### src/rtl/cpu_control_unit_v3_pkg.sv
// Shared RV32I control types: opcodes, ALU/immediate/result selects.
// Also the packed control word carried through the E/M/W registers.
package pkg_cpu_typedefs;

  localparam logic [6:0] OPC_LOAD  = 7'b0000011;
  localparam logic [6:0] OPC_S     = 7'b0100011;
  localparam logic [6:0] OPC_R     = 7'b0110011;
  localparam logic [6:0] OPC_I     = 7'b0010011;
  localparam logic [6:0] OPC_B     = 7'b1100011;
  localparam logic [6:0] OPC_J     = 7'b1101111;
  localparam logic [6:0] OPC_JALR  = 7'b1100111;
  localparam logic [6:0] OPC_LUI   = 7'b0110111;
  localparam logic [6:0] OPC_AUIPC = 7'b0010111;

  typedef enum logic [3:0] {
    ALU_ADD  = 4'd0,
    ALU_SUB  = 4'd1,
    ALU_AND  = 4'd2,
    ALU_OR   = 4'd3,
    ALU_XOR  = 4'd4,
    ALU_SLT  = 4'd5,
    ALU_SLTU = 4'd6,
    ALU_SLL  = 4'd7,
    ALU_SRL  = 4'd8,
    ALU_SRA  = 4'd9
  } alu_sel_t;

  typedef enum logic [2:0] {
    IMD_I = 3'b000,
    IMD_S = 3'b001,
    IMD_B = 3'b010,
    IMD_J = 3'b011,
    IMD_U = 3'b100
  } imd_src_t;

  typedef enum logic [1:0] {
    RES_ALU = 2'b00,
    RES_MEM = 2'b01,
    RES_PC4 = 2'b10,
    RES_IMM = 2'b11
  } res_src_t;

  typedef struct packed {
    logic       jmp;
    logic       bra;
    logic       jalr;
    logic [2:0] funct3;
    alu_sel_t   alu_op_sel;
    logic       alu_a_src;
    logic       alu_b_src;
    logic       mem_wr_en;
    logic       regfl_wr_en;
    res_src_t   result_src;
  } ctrl_word_t;

  localparam ctrl_word_t BUBBLE = ctrl_word_t'('0);

endpackage

### src/rtl/cpu_control_unit_v3_decoder.sv
// Combinational D-stage decoder: opc/funct3/funct7 -> control word.
// Ports: opc, funct3, funct7 in; cw, imd_src, illegal out.
module cpu_ctrl_decoder
  import pkg_cpu_typedefs::*;
(
  input  logic [6:0]  opc,
  input  logic [2:0]  funct3,
  input  logic        funct7,
  output ctrl_word_t  cw,
  output imd_src_t    imd_src,
  output logic        illegal
);

  alu_sel_t w_arith;
  logic     w_is_r;

  assign w_is_r = (opc == OPC_R);

  // Shared R/I op table; SUB exists only for register-register.
  always_comb begin
    w_arith = ALU_ADD;
    case (funct3)
      3'b000:  w_arith = (w_is_r && funct7) ? ALU_SUB : ALU_ADD;
      3'b001:  w_arith = ALU_SLL;
      3'b010:  w_arith = ALU_SLT;
      3'b011:  w_arith = ALU_SLTU;
      3'b100:  w_arith = ALU_XOR;
      3'b101:  w_arith = funct7 ? ALU_SRA : ALU_SRL;
      3'b110:  w_arith = ALU_OR;
      default: w_arith = ALU_AND;
    endcase
  end

  always_comb begin
    cw        = BUBBLE;
    imd_src   = IMD_I;
    illegal   = 1'b0;
    cw.funct3 = funct3;
    case (opc)
      OPC_LOAD: begin
        cw.alu_b_src   = 1'b1;
        cw.regfl_wr_en = 1'b1;
        cw.result_src  = RES_MEM;
      end
      OPC_S: begin
        imd_src       = IMD_S;
        cw.alu_b_src  = 1'b1;
        cw.mem_wr_en  = 1'b1;
      end
      OPC_R: begin
        cw.alu_op_sel  = w_arith;
        cw.regfl_wr_en = 1'b1;
      end
      OPC_I: begin
        cw.alu_op_sel  = w_arith;
        cw.alu_b_src   = 1'b1;
        cw.regfl_wr_en = 1'b1;
      end
      OPC_B: begin
        imd_src       = IMD_B;
        cw.bra        = 1'b1;
        cw.alu_op_sel = ALU_SUB;
      end
      OPC_J: begin
        imd_src        = IMD_J;
        cw.jmp         = 1'b1;
        cw.regfl_wr_en = 1'b1;
        cw.result_src  = RES_PC4;
      end
      OPC_JALR: begin
        cw.jmp         = 1'b1;
        cw.jalr        = 1'b1;
        cw.alu_b_src   = 1'b1;
        cw.regfl_wr_en = 1'b1;
        cw.result_src  = RES_PC4;
      end
      OPC_LUI: begin
        imd_src        = IMD_U;
        cw.alu_b_src   = 1'b1;
        cw.regfl_wr_en = 1'b1;
        cw.result_src  = RES_IMM;
      end
      OPC_AUIPC: begin
        imd_src        = IMD_U;
        cw.alu_a_src   = 1'b1;
        cw.alu_b_src   = 1'b1;
        cw.regfl_wr_en = 1'b1;
      end
      default: begin
        cw      = BUBBLE;
        illegal = 1'b1;
      end
    endcase
  end

endmodule

### src/rtl/cpu_control_unit_v3.sv
// Pipelined RV32I control: decode in D, E/M/W control registers,
// branch resolution in E. Ports: D fields, stall/flush, ALU flags in.
module cpu_control_unit_v3
  import pkg_cpu_typedefs::*;
#(
  parameter int ALU_SEL_W = 4,
  parameter int IMD_SRC_W = 3,
  parameter int RES_SRC_W = 2
) (
  input  logic                 clk,
  input  logic                 rst,
  input  logic [6:0]           opc,
  input  logic [2:0]           funct3,
  input  logic                 funct7,
  input  logic                 stall_e,
  input  logic                 flush_e,
  input  logic                 alu_zero_e,
  input  logic                 alu_lt_e,
  input  logic                 alu_ltu_e,
  output logic [IMD_SRC_W-1:0] imd_src_d,
  output logic                 illegal_d,
  output logic [ALU_SEL_W-1:0] alu_op_sel_e,
  output logic                 alu_a_src_e,
  output logic                 alu_b_src_e,
  output logic                 pc_src_e,
  output logic                 pc_tgt_src_e,
  output logic                 mem_wr_en_m,
  output logic [2:0]           mem_size_m,
  output logic                 regfl_wr_en_m,
  output logic [RES_SRC_W-1:0] result_src_m,
  output logic                 regfl_wr_en_w,
  output logic [RES_SRC_W-1:0] result_src_w
);

  ctrl_word_t w_cw_d;
  imd_src_t   w_imd_d;
  ctrl_word_t r_e, r_m, r_w;
  logic       w_cond;

  cpu_ctrl_decoder u_dec (
    .opc     (opc),
    .funct3  (funct3),
    .funct7  (funct7),
    .cw      (w_cw_d),
    .imd_src (w_imd_d),
    .illegal (illegal_d)
  );

  always_ff @(posedge clk) begin
    if (rst || flush_e) r_e <= BUBBLE;
    else if (!stall_e)  r_e <= w_cw_d;
  end

  // A stalled E must not also issue into M, or it would run twice.
  always_ff @(posedge clk) begin
    if (rst || stall_e) r_m <= BUBBLE;
    else                r_m <= r_e;
  end

  always_ff @(posedge clk) begin
    if (rst) r_w <= BUBBLE;
    else     r_w <= r_m;
  end

  always_comb begin
    w_cond = 1'b0;
    case (r_e.funct3)
      3'b000:  w_cond = alu_zero_e;
      3'b001:  w_cond = !alu_zero_e;
      3'b100:  w_cond = alu_lt_e;
      3'b101:  w_cond = !alu_lt_e;
      3'b110:  w_cond = alu_ltu_e;
      3'b111:  w_cond = !alu_ltu_e;
      default: w_cond = 1'b0;
    endcase
  end

  assign imd_src_d     = IMD_SRC_W'(w_imd_d);
  assign alu_op_sel_e  = ALU_SEL_W'(r_e.alu_op_sel);
  assign alu_a_src_e   = r_e.alu_a_src;
  assign alu_b_src_e   = r_e.alu_b_src;
  assign pc_src_e      = r_e.jmp | (r_e.bra & w_cond);
  assign pc_tgt_src_e  = r_e.jalr;
  assign mem_wr_en_m   = r_m.mem_wr_en;
  assign mem_size_m    = r_m.funct3;
  assign regfl_wr_en_m = r_m.regfl_wr_en;
  assign result_src_m  = RES_SRC_W'(r_m.result_src);
  assign regfl_wr_en_w = r_w.regfl_wr_en;
  assign result_src_w  = RES_SRC_W'(r_w.result_src);

endmodule

### config.mk
export PLATFORM = sky130hd
export DESIGN_NAME = cpu_control_unit_v3
export DESIGN_NICKNAME = d
export VERILOG_FILES = /design/src/rtl/cpu_control_unit_v3_pkg.sv /design/src/rtl/cpu_control_unit_v3_decoder.sv /design/src/rtl/cpu_control_unit_v3.sv
export SDC_FILE = /design/constraint.sdc
export NUM_CORES = 1
export LEC_CHECK = 0
export ABC_AREA = 1
export CAP_MARGIN = 30
export CELL_PAD_IN_SITES_DETAIL_PLACEMENT = 0
export CELL_PAD_IN_SITES_GLOBAL_PLACEMENT = 1
export CORE_UTILIZATION = 33
export CTS_BUF_LIST = sky130_fd_sc_hd__clkbuf_4 sky130_fd_sc_hd__clkbuf_8
export DETAILED_ROUTE_END_ITERATION = 8
export HOLD_SLACK_MARGIN = 0.03
export PLACE_DENSITY_LB_ADDON = 0.12
export SLEW_MARGIN = 20
export SYNTH_ARGS = -nofsm -noshare
export SYNTH_HDL_FRONTEND = slang
export SYNTH_SLANG_ARGS = --single-unit
### constraint.sdc
create_clock -name clk -period 1.5 [get_ports clk]
set_input_delay 0.3 -clock clk [delete_from_list [all_inputs] [get_ports clk]]
set_output_delay 0.3 -clock clk [all_outputs]
set_load 0.02 [all_outputs]
==> impl_results.md, run 1 <==
- Status: finished, violations left
- Failing checks: setup timing
- Vias per std cell: 4.42
- Chip width: 63.0 um
- Critical path required time: 1.20 ns
- Final Hold Fails: 0
- Global-route wire length before repair: 5080 um
- Hold worst-path end: result_src_w[1]$_SDFF_PP0_
- DR vias: 1273
- Pre-CTS setup slack: -0.859 ns
- Min-delay src: result_src_m[1]$_SDFF_PP0_
- Design area: 2020 um^2
- TritonCTS clock tree: built
- Worst path cell trace: mux2i_2 > nor2_1 > o21ai_1 > nand2_1 > nand2_1 > buf_6
- Critical Path Fanout Max: 3
- CP bufs+invs: 1
- Pin count of the biggest net entering global routing: 14
- Number of global-route vias before repair: 1203
- Drt wl/cell: 11.0 um
- Initial Util: 0.357
- Commonest cells after routing, fill and taps aside: 39 x buf_4, 24 x dfxtp_1, 23 x inv_1, 23 x nor2_1, 19 x nand2_1
- Fin nets: 262
- Layout cells sized above 1: 0.364
- CTS buffer count: 3
- Post-DP HPWL: 2230 um
- Starting DRT DRC Count: 40
- Worst hold path class: reg -> reg
- DRT Pass-1 Iters: 4
- Clock Power Share: 0.291
- Most common cell on crit path: nand2_1
- Total Routed Length: 3160 um
- Max cap viols: 0
- Worst-Margin Slew: 0.274 ns
- Full die area: 3970 um^2
- Power Internal: 0.000980 W
- Yosys cell types: 31
- Final period util: 1.07
- Global placer's final weighted congestion: 0.827
- Post-layout min period: 1.61 ns
- Initial antenna violation count: 0
- Post-DP Area: 1820 um^2
- Clock root cell: clkbuf_8
- Clk_lat worst skew: 0.26 ns
- # IOs: 40
- Static leakage: 1.08 nW
- Seq/Total Area, Yosys: 0.424
- R2R depth: 3
- Post-Syn Instances: 170
- Sw Share: 0.251
- CP max stage delay: 0.37 ns
- Top-area cell type share of the netlist area: 0.424
- FILL cells: 322
- Family with the most delay on the worst path: flip-flops
- Final setup viols: 1
- CP arrival: 1.31 ns
- Grt total ovfl: 0
- Syn Nets: 188
- Total power density per cell area: 647 nW/um^2
- Sink Count: 26
- Max Root-Sink Buffers: 2
- Skew final: 0.00481 ns
- Seq cells post-synth: 26
- Most common cell after layout, fill and taps aside: buf_4
- Leading area contributor after synthesis: dfxtp_1
- Antenna cell count: 0
- Endpoint class of the critical path: output pin
- Gr usage total: 0.158
- Core area: 3440 um^2
- R2r startpoint: r_e[12]$_SDFFE_PP0N_
- ANT nets after route: 0
- I/O Buffers: 39
- Comb pwr share: 0.173
- Maximum vdd ir drop: 0.000350 V
- Syn Area/Cell: 7.23 um^2
- R2r endpoint: r_e[12]$_SDFFE_PP0N_
- Synthesized area: 1230 um^2
- DRC viols: 0
- WHS Path Cells: 2
- Critical path type: reg -> out
- Reg2Reg Setup Slack: 0.79 ns
- Slew HR: 0.816
- Crit path launch type: flop
- Final Worst Setup Slack: -0.109 ns
- Clk slew on worst S/H paths: 0.09 ns
- Switching pwr: 0.000329 W
- Die Span Y: 63.0 um
- H-tree depth: 1
- Syn-to-layout area delta: 64.6%
- Ys Warns: 0
- Sequential share of power: 0.537
- Final Max Tran Viols: 0
- Row count: 21
- Slowest cell on crit path: dfxtp_2
- Cts hold-fix bufs: 0
- RSZ-0062 raised after global routing: true
- Max Clock Freq: 622 MHz
- Area contributors post-synth: dfxtp_1 42%, nor2_1 7.9%, inv_1 7.6%, nand2_1 7.0%, a21oi_1 4.9%
[timing repair]
item	CTS	global route
resized for setup	75	32
setup buffers	8	3
pin swaps	13	13
setup endpoints to repair	14	13
[synthesized netlist by cell type, drive strengths merged]
cell,number
nor2,33
inv,29
dfxtp,26
nand2,26
a21oi,13
o21ai,11
nand3,9
buf,6
a211oi,2
clkbuf,2
nand4,2
or2,2
a31oi,1
clkinv,1
mux2i,1
nand3b,1
nor3,1
o2111ai,1
o211ai,1
o21bai,1
xor2,1
[state kept, by name, indices dropped and copies added (netlist names)]
register	flops
alu_a_src_e	1
alu_b_src_e	1
alu_op_sel_e	4
mem_size_m	3
mem_wr_en_m	1
pc_tgt_src_e	1
r_e	9
regfl_wr_en_m	1
regfl_wr_en_w	1
result_src_m	2
result_src_w	2
[worst reg2reg max path, cell delays in order, from the launching register on]
cell	delay [ns]
dfxtp_2	0.37
buf_4	0.11
nand2_1	0.04
a21oi_1	0.13
[stage by stage]
step                      setup TNS, ns  hold WS (ns)  instances  utilization  power, W
after floorplan                       0         0.372        170            -  0.000811
after global placement            -6.02         0.408        274        0.527  0.000919
after detailed placement          -6.60         0.411        274        0.527  0.000923
after CTS                        -0.166         0.425        285        0.567   0.00132
after global routing             -0.236         0.439        288        0.587   0.00138
final                            -0.109         0.415        288        0.587   0.00131
[final cells by class]
type	count	area, um^2	share of cell area
Sequential cell	26	523	0.259
Tap cell	46	57.6	0.0285
Clock buffer	3	41.3	0.0204
Timing Repair Buffer	77	644	0.319
Inverter	30	118	0.0582
Multi-Input combinational cell	106	638	0.316
[layer usage]
metal / vias to the layer above / wire, um / global-route usage / part of all wire
li1: 673 / - / - / -
met2: 35 / 1570 / 0.284 / 0.50
met3: 4 / 149 / 0.0274 / 0.047
met4: 0 / 57 / 0.0262 / 0.018
met1: 561 / 1380 / 0.197 / 0.44
met5: - / 0 / 0 / 0
[cells by family (layout without fill, tap and decap cells)]
group,Yosys count,count (layout),synth area share
AND/OR/NAND/NOR,74,74,0.280
buffers and inverters,38,110,0.144
flip-flops,26,26,0.424
AO/OA/AOI/OAI,30,30,0.137
XOR/XNOR,1,1,0.00713
multiplexers,1,1,0.00815
[worst max path at each step]
stage,slack [ns],startpoint,end,depth (start not counted)
2_1_floorplan,0.15,opc[0],imd_src_d[1],4
3_3_place_gp,-0.82,opc[4],illegal_d,10
3_5_place_dp,-0.86,opc[6],illegal_d,8
4_1_cts,-0.12,r_e[12]$_SDFFE_PP0N_,pc_src_e,7
5_1_grt,-0.20,r_e[12]$_SDFFE_PP0N_,pc_src_e,6
6_report,-0.11,r_e[12]$_SDFFE_PP0N_,pc_src_e,6
[power by group through the flow]
stage               registers [W]  logic (W)  clock network, W
floorplan                0.000722  0.0000897                 0
global placement         0.000718   0.000201                 0
detailed placement       0.000719   0.000204                 0
CTS                      0.000702   0.000214          0.000400
global route             0.000703   0.000246          0.000432
finish                   0.000702   0.000226          0.000381
No activity file was read; power rests on OpenSTA's default activity.
==> inputs of run 2 (changes only) <==
--- a/config.mk
+++ b/config.mk
@@ -11,10 +11,10 @@
 export CELL_PAD_IN_SITES_GLOBAL_PLACEMENT = 1
 export CORE_UTILIZATION = 33
 export CTS_BUF_LIST = sky130_fd_sc_hd__clkbuf_4 sky130_fd_sc_hd__clkbuf_8
+export CTS_CLUSTER_DIAMETER = 200
 export DETAILED_ROUTE_END_ITERATION = 8
 export HOLD_SLACK_MARGIN = 0.03
 export PLACE_DENSITY_LB_ADDON = 0.12
-export SLEW_MARGIN = 20
 export SYNTH_ARGS = -nofsm -noshare
 export SYNTH_HDL_FRONTEND = slang
 export SYNTH_SLANG_ARGS = --single-unit
==> results of run 2 <==
The final DEF is identical to that of run 1; final timing and power are the same.
